`config.mk`:
```
export PLATFORM = sky130hd
export DESIGN_NAME = pwm_ramp_ctrl
export DESIGN_NICKNAME = d
export VERILOG_FILES = /design/src/rtl/pwm_ctrl_pkg.sv /design/src/rtl/pwm_ramp_chan.sv /design/src/rtl/pwm_ramp_ctrl.sv
export SDC_FILE = /design/constraint.sdc
export NUM_CORES = 1
export LEC_CHECK = 0
export BUFFER_PORTS_ARGS = -buffer_cell sky130_fd_sc_hd__buf_2
export CORE_ASPECT_RATIO = 2
export CORE_MARGIN = 4
export CORE_UTILIZATION = 62
export CTS_CLUSTER_DIAMETER = 200
export DETAILED_ROUTE_END_ITERATION = 7
export PLACE_DENSITY = 0.9
export SKIP_LAST_GASP = 1
export SLEW_MARGIN = 5
export SYNTH_ARGS = -nofsm -noshare
export SYNTH_HDL_FRONTEND = slang
export SYNTH_HIERARCHICAL = 1
export SYNTH_SLANG_ARGS = --single-unit
```
`constraint.sdc`:
```
create_clock -name clk -period 3.9 [get_ports clk]
set_clock_uncertainty 0.1 [all_clocks]
set_input_delay 1.17 -clock clk [delete_from_list [all_inputs] [get_ports clk]]
set_output_delay 1.17 -clock clk [all_outputs]
set_load 0.01 [all_outputs]
```
`src/rtl/pwm_ctrl_pkg.sv`:
```
// Shared types for pwm_ramp_ctrl: channel states, the command word and the clamped ramp stepper.
// Build option PWM_RAMP_BYPASS_EN adds the immediate-load flag to the command word.
package pwm_ctrl_pkg;

    localparam int CMD_CH_W   = 8;
    localparam int CMD_DUTY_W = 16;

    typedef enum logic [1:0] {OFF, RAMP, HOLD, STOP} chan_state_t;

    typedef struct packed {
        logic [CMD_CH_W-1:0]   ch;
        logic [CMD_DUTY_W-1:0] duty;
        logic                  en;
`ifdef PWM_RAMP_BYPASS_EN
        logic                  imm;
`endif
    } cmd_t;

    // Differences are taken before stepping, so the result never overshoots tgt or wraps.
    function automatic int unsigned clampStep(input int unsigned cur,
                                              input int unsigned tgt,
                                              input int unsigned step);
        if (tgt > cur) begin
            clampStep = (tgt - cur > step) ? cur + step : tgt;
        end else begin
            clampStep = (cur - tgt > step) ? cur - step : tgt;
        end
    endfunction

endpackage

```
`src/rtl/pwm_ramp_chan.sv`:
```
// One pwm_ramp_ctrl channel: OFF/RAMP/HOLD/STOP FSM with target and current duty registers.
// With PWM_RAMP_BYPASS_EN a command may request an immediate load at the next period tick.
module pwm_ramp_chan
    import pwm_ctrl_pkg::*;
#(
    parameter int WIDTH = 4,
    parameter int STEP  = 1
) (
    input  logic             clk,
    input  logic             reset_n,
    input  logic             stepEvt_i,
`ifdef PWM_RAMP_BYPASS_EN
    input  logic             periodTick_i,
`endif
    input  logic             cmdHit_i,
    input  cmd_t             cmd_i,
    output logic [WIDTH-1:0] duty_o,
    output logic             enable_o,
    output logic             settled_o,
    output logic             settlePulse_o
);
    chan_state_t      state_q, state_d;
    logic [WIDTH-1:0] cur_q, cur_d, tgt_q, tgt_d;
    logic [WIDTH-1:0] tgtEff, stepped, cmdDuty;
    logic             settlePulse_q, settlePulse_d;
    logic             unusedCmdBits;
`ifdef PWM_RAMP_BYPASS_EN
    logic             imm_q, imm_d;
`endif

    assign unusedCmdBits = ^{cmd_i.ch, cmd_i.duty};
    assign cmdDuty       = WIDTH'(cmd_i.duty);
    assign tgtEff        = (state_q == STOP) ? '0 : tgt_q;
    assign stepped       = WIDTH'(clampStep(32'(cur_q), 32'(tgtEff), 32'(STEP)));

    // Step first with the old target, then let a same-edge command override the state.
    always_comb begin
        state_d = state_q;
        cur_d   = cur_q;
        tgt_d   = tgt_q;
`ifdef PWM_RAMP_BYPASS_EN
        imm_d   = imm_q;
`endif
        if (stepEvt_i && (state_q == RAMP || state_q == STOP)) begin
            cur_d = stepped;
            if (stepped == tgtEff) begin
                state_d = (state_q == RAMP) ? HOLD : OFF;
            end
        end
`ifdef PWM_RAMP_BYPASS_EN
        if (imm_q && periodTick_i) begin
            cur_d   = tgt_q;
            state_d = (state_q == STOP) ? OFF : HOLD;
            imm_d   = 1'b0;
        end
`endif
        if (cmdHit_i) begin
            if (cmd_i.en) begin
                tgt_d   = cmdDuty;
                state_d = (cmdDuty == cur_d) ? HOLD : RAMP;
`ifdef PWM_RAMP_BYPASS_EN
                imm_d   = cmd_i.imm;
`endif
            end else if (state_q != OFF) begin
                tgt_d   = '0;
                state_d = STOP;
`ifdef PWM_RAMP_BYPASS_EN
                imm_d   = cmd_i.imm;
`endif
            end
        end
        settlePulse_d = (state_d == HOLD || state_d == OFF) &&
                        (state_q == RAMP || state_q == STOP);
    end

    always_ff @(posedge clk or negedge reset_n) begin
        if (!reset_n) begin
            state_q       <= OFF;
            cur_q         <= '0;
            tgt_q         <= '0;
            settlePulse_q <= 1'b0;
`ifdef PWM_RAMP_BYPASS_EN
            imm_q         <= 1'b0;
`endif
        end else begin
            state_q       <= state_d;
            cur_q         <= cur_d;
            tgt_q         <= tgt_d;
            settlePulse_q <= settlePulse_d;
`ifdef PWM_RAMP_BYPASS_EN
            imm_q         <= imm_d;
`endif
        end
    end

    assign duty_o        = cur_q;
    assign enable_o      = (state_q != OFF);
    assign settled_o     = (state_q == HOLD) || (state_q == OFF);
    assign settlePulse_o = settlePulse_q;

endmodule

```
`src/rtl/pwm_ramp_ctrl.sv`:
```
// Multi-channel duty ramp scheduler in front of NCH pwm blocks: divider, command decode, packing.
// Define PWM_RAMP_BYPASS_EN to add cmd_imm (load target at the next period tick, no ramp).
module pwm_ramp_ctrl
    import pwm_ctrl_pkg::*;
#(
    parameter int WIDTH    = 4,
    parameter int NCH      = 4,
    parameter int RAMP_DIV = 4,
    parameter int STEP     = 1
) (
    input  logic                   clk,
    input  logic                   reset_n,
    input  logic                   period_tick,
    input  logic                   cmd_valid,
    output logic                   cmd_ready,
    input  logic [$clog2(NCH)-1:0] cmd_ch,
    input  logic [WIDTH-1:0]       cmd_duty,
    input  logic                   cmd_en,
`ifdef PWM_RAMP_BYPASS_EN
    input  logic                   cmd_imm,
`endif
    output logic [NCH*WIDTH-1:0]   duty_out,
    output logic [NCH-1:0]         enable_out,
    output logic [NCH-1:0]         settled,
    output logic [NCH-1:0]         settle_pulse
);
    localparam int DIVW = (RAMP_DIV > 1) ? $clog2(RAMP_DIV) : 1;

    logic [DIVW-1:0] div_q, div_d;
    logic            stepEvt, cmdFire;
    logic [NCH-1:0]  cmdHit;
    cmd_t            cmd;

    assign cmd_ready = reset_n;
    assign cmdFire   = cmd_valid && cmd_ready;
    assign stepEvt   = period_tick && (div_q == DIVW'(RAMP_DIV - 1));

    always_comb begin
        cmd      = '0;
        cmd.ch   = CMD_CH_W'(cmd_ch);
        cmd.duty = CMD_DUTY_W'(cmd_duty);
        cmd.en   = cmd_en;
`ifdef PWM_RAMP_BYPASS_EN
        cmd.imm  = cmd_imm;
`endif
    end

    always_comb begin
        div_d = div_q;
        if (period_tick) begin
            div_d = (div_q == DIVW'(RAMP_DIV - 1)) ? '0 : div_q + DIVW'(1);
        end
    end

    always_ff @(posedge clk or negedge reset_n) begin
        if (!reset_n) begin
            div_q <= '0;
        end else begin
            div_q <= div_d;
        end
    end

    // Channel numbers with no matching instance simply hit nothing and are dropped.
    for (genvar k = 0; k < NCH; k++) begin : gChan
        assign cmdHit[k] = cmdFire && (cmd.ch == CMD_CH_W'(k));

        pwm_ramp_chan #(
            .WIDTH (WIDTH),
            .STEP  (STEP)
        ) uChan (
            .clk           (clk),
            .reset_n       (reset_n),
            .stepEvt_i     (stepEvt),
`ifdef PWM_RAMP_BYPASS_EN
            .periodTick_i  (period_tick),
`endif
            .cmdHit_i      (cmdHit[k]),
            .cmd_i         (cmd),
            .duty_o        (duty_out[k*WIDTH +: WIDTH]),
            .enable_o      (enable_out[k]),
            .settled_o     (settled[k]),
            .settlePulse_o (settle_pulse[k])
        );
    end

endmodule
```
# Word level (Yosys, flattened, before mapping)
# Cells that the tools add are included.
totals:
  regBits: 46
  input_bits: 11
  wordCells: 178
op_classes:
  addsub: 17
  magnitude_cmp: 12
  eq_ne: 28
  mux: 57
  n_reduce_logical: 47
ops:
  columns: ["cell", "n"]
  rows:
  - ["32-bit by 1-bit greater-than comparator with 1-bit output (second input constant)", 8]
  - ["4-bit two-way mux", 28]
  - ["2-bit two-way mux", 29]
  - ["4-bit by 4-bit subtractor with 5-bit output", 8]
  - ["4-bit equality test", 8]
  - ["2-bit equality test (second input constant)", 15]
  - ["4-bit by 1-bit adder with 4-bit output (second input constant)", 4]
  - ["4-bit greater-than comparator", 4]
  - ["2-bit zero test", 8]
  - ["2-bit nonzero test", 8]
  - ["4-bit by 1-bit subtractor with 4-bit output (second input constant)", 4]
  - ["1-bit logical AND", 14]
  - ["1-bit logical OR", 12]
  - ["2-bit by 1-bit equality test with 1-bit output (second input constant)", 5]
  - ["8-bit zero test", 1]
  - ["2-bit AND reduction", 4]
  - ["2-bit by 1-bit adder with 2-bit output (second input constant)", 1]

# Depth between registers and ports, before layout
# Gate-level depths: netlist of the first run.
depth:
  depth_word: 15
  mapped_depth: 15

# Cells and area by module
# Netlist of the first run, hierarchy kept.
modules_own_cells:
  columns: ["module", "instances", "cells_per_inst", "area_per_inst_um2", "seq_area_each_um2"]
  rows:
  - ["pwm_ramp_chan at gChan[1].uChan ...", 2, 159, 1351.3, 275.3]
  - ["pwm_ramp_chan at gChan[0].uChan ...", 2, 142, 1286.2, 275.3]
  - ["pwm_ramp_ctrl", 1, 16, 142.6, 50.0]

# Worst setup path after synthesis of the first run
# Ideal clock, no wire load.
synth_path:
  path_kind: "register to register"
  start: "reg gChan[0].uChan.state_q[0]"
  end: "reg with a tool-made name"
  setup_ns: 0.121
  t_arrival_ns: 3.103
  required_time_ns: 3.679
  slack_ns: 0.576
  path_stages_with_launch: 14
  cell_sequence: "dfrtp_1 -> nand2_2 -> and2_4 -> clkinv_8 -> ha_1 -> nand2_1 -> o32ai_4 -> or4b_4 -> a22oi_4 -> mux2_2 -> o21ai_0 -> xor2_1 -> and4_1 -> o22a_1"
synth_lines:
  columns: ["item", "line", "source"]
  rows:
  - ["start: declaration", "pwm_ramp_chan.sv:22", "chan_state_t state_q, state_d;"]
  - ["start signal: assignment", "pwm_ramp_chan.sv:86", "state_q <= state_d;"]

# Worst setup path after layout of the first run
layout_path:
  start: "reg gChan[0].uChan.state_q[0]"
  end: "reg gChan[0].uChan.state_q[0]"
layout_via:
  elab_chain_len: 12
  elab_cells_between_ends: 23
  classes_between: "add/sub: 2; order compare: 3; eq/ne: 4; mux: 11; reduce/logical: 3"
layout_lines:
  columns: ["item", "line", "source"]
  rows:
  - ["2-bit equality test", "pwm_ramp_chan.sv:33, pwm_ramp_chan.sv:44", null]
  - ["4-bit two-way mux", "pwm_ramp_chan.sv:33", "assign tgtEff = (state_q == STOP) ? '0 : tgt_q;"]
  - ["4-bit by 4-bit subtractor with 5-bit output, on equally long branches", "pwm_ctrl_pkg.sv:26, pwm_ctrl_pkg.sv:24", null]
  - ["32-bit by 1-bit greater-than comparator with 1-bit output, on equally long branches", "pwm_ctrl_pkg.sv:26, pwm_ctrl_pkg.sv:24", null]
  - ["4-bit two-way mux, on equally long branches", "pwm_ctrl_pkg.sv:26, pwm_ctrl_pkg.sv:24", null]
  - ["4-bit two-way mux", "pwm_ctrl_pkg.sv:23", "if (tgt > cur) begin"]
  - ["4-bit equality test", "pwm_ramp_chan.sv:46", "if (stepped == tgtEff) begin"]
  - ["2-bit two-way mux", "pwm_ramp_chan.sv:46", null]
  - ["2-bit two-way mux", "pwm_ramp_chan.sv:44", "if (stepEvt_i && (state_q == RAMP || state_q == STOP)) begin"]
  - ["2-bit two-way mux", "pwm_ramp_chan.sv:64", "end else if (state_q != OFF) begin"]
  - ["2-bit two-way mux", "pwm_ramp_chan.sv:58", "if (cmd_i.en) begin"]
  - ["2-bit two-way mux (*)", "pwm_ramp_chan.sv:57", "if (cmdHit_i) begin"]
  - ["net gChan[0].uChan.state_d[0]", "pwm_ramp_chan.sv:22", null]
# The timed path passes the listed nets; every way through them passes the cells marked *.
# A chain may end at the register's enable or synchronous reset.

==> summary.md, run 1 <==
| Metric | Value |
|---|---|
| Syn. warnings | `6` |
| I/O pin count | `40` |
| Vias in the first global route | `5,242` |
| CP max-delay cell | `or4b_4` |
| Status | `complete, no violations` |
| WS Path Type | `flip-flop to flip-flop` |
| Port Buffer Count | `39` |
| FF-to-FF setup slack | `a little over 0.2 ns` |
| Die ar. | `10,400 um^2` |
| Antenna diodes | `0` |
| 1st-pass router iterations | `7` |
| Worst Setup End Kind | `flip-flop` |
| Fmax | `0.270 GHz` |
| Post-CTS Hold Buffers | `0` |
| Final Hold Viols | `0` |
| Arrival time worst endpoint | `3.73 ns` |
| Nets | `713` |
| Worst slew pin tran | `0.674 ns` |
| Commonest cells after routing, fill and taps aside | `inv_1, dfrtp_1, nand2_1, ha_1, buf_2` |
| Starting Density | `63.0%` |
| Launch point of the worst reg-to-reg path | `gChan[0].uChan/state_q[0]` |
| GR Util All Layers | `29.7%` |
| Die W | `74.1 um` |
| Period utilization | `94.8%` |
| Num CTS Buffers | `5` |
| Final number of setup-violating endpoints | `0` |
| CTS tree | `yes` |
| Most common cell after layout, fill and taps aside | `inv_1` |
| Clk buf depth | `2` |
| Post-route minimum period | `between 3 and 4 ns` |
| Post-CTS sizing | `0` |
| Synthesized Nets | `677` |
| Critical path peak fanout | `8` |
| CP Cell Sequence | `nand2_2 > and2_4 > clkinv_8 > ha_1 > nand2_1 > o32ai_4 > or4b_4 > a22oi_4 > mux2i_1 > or3_1 > a31oi_1 > and4_1 > o32ai_1` |
| Residual DRC count | `0` |
| Area growth from synthesis to layout | `7.44%` |
| Std-Cell Core Area | `8590 um^2` |
| Pre-CTS setup slack | `0.190 ns` |
| Cells after Synth | `617` |
| Final TNS setup | `0 ns` |
| CTS root buffer | `clkbuf_16` |
| Clock sink count | `46` |
| Routed wire per std cell | `roughly 19 um` |
| MaxCap Viol Count | `0` |
| RSZ-0062 raised after global routing | `false` |
| Total gr overflow | `0` |
| Num rows | `between 40 and 50` |
| Post-CTS setup buffers | `0` |
| WL final | `14.7 mm` |
| Final hold slack | `slightly below 0.4 ns` |
| Max-slew violations | `0` |
| Critical Path Start | `gChan[0].uChan/state_q[0]` |
| Clock Latency Late Sink | `0.29 ns` |
| Final Power | `5300 uW` |
| Initial antenna violation count | `0` |
| DP HPWL | `11.5 mm` |
| Largest net degree at the start of global routing | `29` |
| Register-to-Register Path Depth | `13` |
| Synth Area per Inst | `8.77 um^2` |
| Share of cells above drive strength 1 | `18.0%` |
| FF-to-FF End | `gChan[0].uChan/state_q[0]` |
| H-tree depth | `2` |
| Peak VDD IR | `0.438 mV` |
| Worst Path Required | `3.93 ns` |
| Die Y | `around 140 um` |
| Global-route wire length before repair | `24.5 mm` |
| Reg clk slew, reported paths | `0.07 ns` |
| Synthesized area | `5410 um^2` |
| Crit-path max cell delay | `0.51 ns` |
| Vias | `5,082` |
| HP Class | `flip-flop to flip-flop` |
| RePlAce Congestion | `1.06` |
| Rel. slew slack | `55.0%` |
| CP startpoint kind | `flip-flop` |
| Detailed Route Iter0 Violations | `between 200 and 300` |
| Post-route setup slack | `0.202 ns` |
| Detail Route Antenna Nets | `0` |
| Vias per cell | `6.74` |
| CP endpoint | `gChan[0].uChan/state_q[0]` |
| Pwr dens | `911 nW/um^2` |
| Leakage power | `roughly 0.0026 uW` |
stage by stage:
step	cells	util (%)	instance area [um^2]
after detailed placement	746	65.7	5640
after CTS	754	67.5	5800
after global placement	746	65.7	5640
final	754	67.7	5820
after global routing	754	67.7	5820
after floorplan	617	-	5410
power by group:
group / leakage (uW) / total, uW / switching (uW) / internal (uW)
combinational: 0.00192 / 3930 / 2320 / 1610
clock: 0.0000729 / 435 / 181 / 254
sequential: 0.000578 / 940 / 299 / 640
total: 0.00258 / 5300 / 2800 / 2500
state kept, by name, summed over array words and instances, names as in the netlist, named ones only:
| signal | count |
|---|---|
| gChan.uChan/settlePulse_o | 4 |
| gChan.uChan/state_q | 4 |
| gChan.uChan/duty_o | 16 |
| gChan.uChan/tgt_q | 16 |
| div_q | 2 |
critical path, delay by kind of cell, from the launching register on:
kind | cells | cell delay [ns]
simple gates | 6 | 1.59
compound gates | 4 | 0.80
flops | 1 | 0.45
fa+ha+maj | 1 | 0.35
mux | 1 | 0.17
buf+inv | 1 | 0.07
per-layer routing:
layer | track usage [%] | routed length (um) | up-vias
met5 | 0 | 0 | -
met4 | 18.5 | 927 | 0
met3 | 3.95 | 661 | 88
met2 | 55.1 | 8210 | 217
met1 | 29.1 | 4890 | 2450
li1 | - | - | 2327
how the worst min path moves through the flow:
stage,start,end,depth (start not counted)
2_1_floorplan,gChan[0].uChan/tgt_q[1],gChan[0].uChan/tgt_q[1],1
3_3_place_gp,div_q[0],div_q[0],1
5_1_grt,gChan[1].uChan/tgt_q[1],gChan[1].uChan/tgt_q[1],1
3_5_place_dp,gChan[3].uChan/tgt_q[1],gChan[3].uChan/tgt_q[1],1
6_report,gChan[3].uChan/tgt_q[1],gChan[3].uChan/tgt_q[1],1
4_1_cts,gChan[3].uChan/tgt_q[1],gChan[3].uChan/tgt_q[1],1
area by class of cell:
type,instances,area [um^2]
inverter,55,231
clock inverter,2,12.5
fill,697,2770
timing repair buffer,50,278
sequential,46,1150
clock buffer,6,139
tap,100,125
multi-input combinational,495,3880
No activity file was read; power rests on OpenSTA's default activity.
==> inputs of run 2 (changes only) <==
--- a/config.mk
+++ b/config.mk
@@ -12,6 +12,7 @@
 export CTS_CLUSTER_DIAMETER = 200
 export DETAILED_ROUTE_END_ITERATION = 7
 export PLACE_DENSITY = 0.9
+export REMOVE_ABC_BUFFERS = 1
 export SKIP_LAST_GASP = 1
 export SLEW_MARGIN = 5
 export SYNTH_ARGS = -nofsm -noshare
==> run 2 against run 1 <==
  * Total power is 0.17% lower
  * Worst hold slack worse by 0.0037 ns
  * Global-route usage fell by 0.86 points
  * Cell count stayed put
  * Core utilization about the same
  * Non-clock buffer count unchanged
  * Sequential power shrank 2%
  * Die area unchanged
  * Combinational power is 1% lower
  * Critical path depth is the same
  * Clock-buffer cell count increased by 1
  * Critical path type unchanged
  * Largest power group unchanged
==> summary.md, run 2 (synthesis gave the netlist of run 1 again) <==
| Metric | Value |
|---|---|
| Period utilization | `between 90% and 100%` |
| Final hold slack | `a little under 0.4 ns` |
| Rel. slew slack | `53.5%` |
| Reg clk slew, reported paths | `~0.060 ns` |
| Detail Route Antenna Nets | `0` |
| Cell Count Post-Placement | `746` |
| Arrival time worst endpoint | `3.78 ns` |
| Pwr dens | `910 nW/um^2` |
| Clk buf depth | `2` |
| 1st-pass router iterations | `6` |
| Largest net degree at the start of global routing | `29` |
| Vias in the first global route | `about 5,300` |
| Clock sink count | `46` |
| Register area | `1150 um^2` |
| Post-route minimum period | `3.71 ns` |
| Int Power | `~2500 uW` |
| Leakage power | `0.00258 uW` |
| HP Class | `flip-flop to flip-flop` |
| Switching power | `2750 uW` |
| Clock Latency Late Sink | `0.29 ns` |
| CTS root buffer | `clkbuf_16` |
| DP HPWL | `11.2 mm` |
| Std-Cell Core Area | `about 8600 um^2` |
| Post-CTS setup buffers | `0` |
| Die W | `74.1 um` |
| Area of the multi-input gates | `3860 um^2` |
| Commonest cells after routing, fill and taps aside | `inv_1, dfrtp_1, nand2_1, ha_1, buf_2` |
| Post-CTS sizing | `0` |
| Fmax | `0.269 GHz` |
| Area growth from synthesis to layout | `7.37%` |
| Post-route setup slack | `~0.19 ns` |
| Die ar. | `10,400 um^2` |
| CP startpoint kind | `flip-flop` |
| RePlAce Congestion | `between 1 and 1.5` |
| WL final | `14.2 mm` |
| Antenna diodes | `0` |
| Sequential power share | `17.4%` |
| Vias per cell | `~6.7` |
| Top Metal Used | `met4` |
| Max-slew violations | `0` |
| Initial antenna violation count | `0` |
| Wl on met1 | `4.83 mm` |
| Residual DRC count | `0` |
| Status | `complete, no violations` |
| DR WL met2 | `around 7.8 mm` |
| Worst Path Required | `3.97 ns` |
| Clock power frac | `9.1%` |
| Global-route wire length before repair | `24.0 mm` |
| Nets | `approximately 700` |
| Routed wire per std cell | `between 15 and 20 um` |
| Num rows | `48` |
| Peak VDD IR | `0.559 mV` |
| Post-Layout Cell Count | `754` |
| Vias | `just over 5,000` |
| Port Buffer Count | `39` |
| Worst Setup End Kind | `flip-flop` |
| Sw Share | `52.0%` |
| Pre-CTS setup slack | `0.233 ns` |
| Share of cells above drive strength 1 | `17.6%` |
| Starting Density | `63.0%` |
| WS Path Type | `flip-flop to flip-flop` |
| Comb pwr share | `73.5%` |
| MaxCap Viol Count | `0` |
| Worst slew pin tran | `around 0.70 ns` |
| Critical path peak fanout | `8` |
| Detailed Route Iter0 Violations | `350` |
| I/O pin count | `40` |
| Num CTS Buffers | `5` |
| Final Hold Viols | `0` |
| H-tree depth | `2` |
| RSZ-0062 raised after global routing | `false` |
| CTS tree | `yes` |
| Die Y | `140 um` |
| Final number of setup-violating endpoints | `0` |
| Fillers | `between 600 and 700` |
| Routed wl met3 | `603 um` |
| Final TNS setup | `0 ns` |
| Post-CTS Hold Buffers | `0` |
| Total gr overflow | `0` |
| GR Util All Layers | `28.8%` |
| Most common cell after layout, fill and taps aside | `inv_1` |
-- run 2: worst max-delay path, stage by stage, from the launching register on --
cell      delay, ns
dfrtp_1        0.46
nand2_2        0.12
and2_4         0.19
clkinv_8       0.07
ha_1           0.35
nand2_1        0.14
o32ai_4        0.11
or4b_4         0.51
a22oi_4        0.30
mux2_2         0.37
o21ai_0        0.29
xor2_1         0.14
and4_1         0.22
o22a_1         0.23
-- run 2: final cells by class --
type | instances | share of cell area (%)
clock buffer | 7 | 2.28
clock inverter | 1 | 0.517
inverter | 55 | 3.98
multi-input combinational | 495 | 66.5
sequential | 46 | 19.8
tap | 100 | 2.15
timing repair buffer | 50 | 4.78
-- run 2: through the flow --
stage	power, uW	utilization (%)	cell area [um^2]
finish	5290	67.7	5810
global route	5690	67.7	5810
floorplan	3750	-	5240
CTS	5210	67.6	5810
detailed placement	4710	65.7	5640
global placement	4520	65.7	5640
-- run 2: path summary, 6_finish.rpt --
path                                           start                       end  slack, ns  cells after the start
hold / removal                              div_q[0]                  div_q[0]       0.39                      1
setup / recovery           gChan[3].uChan/state_q[0]                 flip-flop       0.19                     13
min in group asynchronous                    reset_n  gChan[3].uChan/duty_o[3]       0.77                      2
setup reg to reg           gChan[3].uChan/state_q[0]                 flip-flop       0.19                     13
max in group asynchronous                    reset_n  gChan[1].uChan/duty_o[2]       2.30                      3
hold reg to reg                             div_q[0]                  div_q[0]       0.39                      1
-- run 2: power by group through the flow --
stage / Sequential [uW] / Combinational [uW] / Clock, uW
after floorplan: 928 / 2820 / 0
after global placement: 912 / 3610 / 0
after detailed placement: 923 / 3790 / 0
after CTS: 917 / 3810 / 485
after global routing: 956 / 4230 / 504
final: 923 / 3890 / 482
-- run 2: layer usage --
metal	vias up	GRT usage (%)
li1	2313	-
met2	223	52.1
met3	97	3.09
met4	0	21.1
met5	-	0
met1	2415	28.6
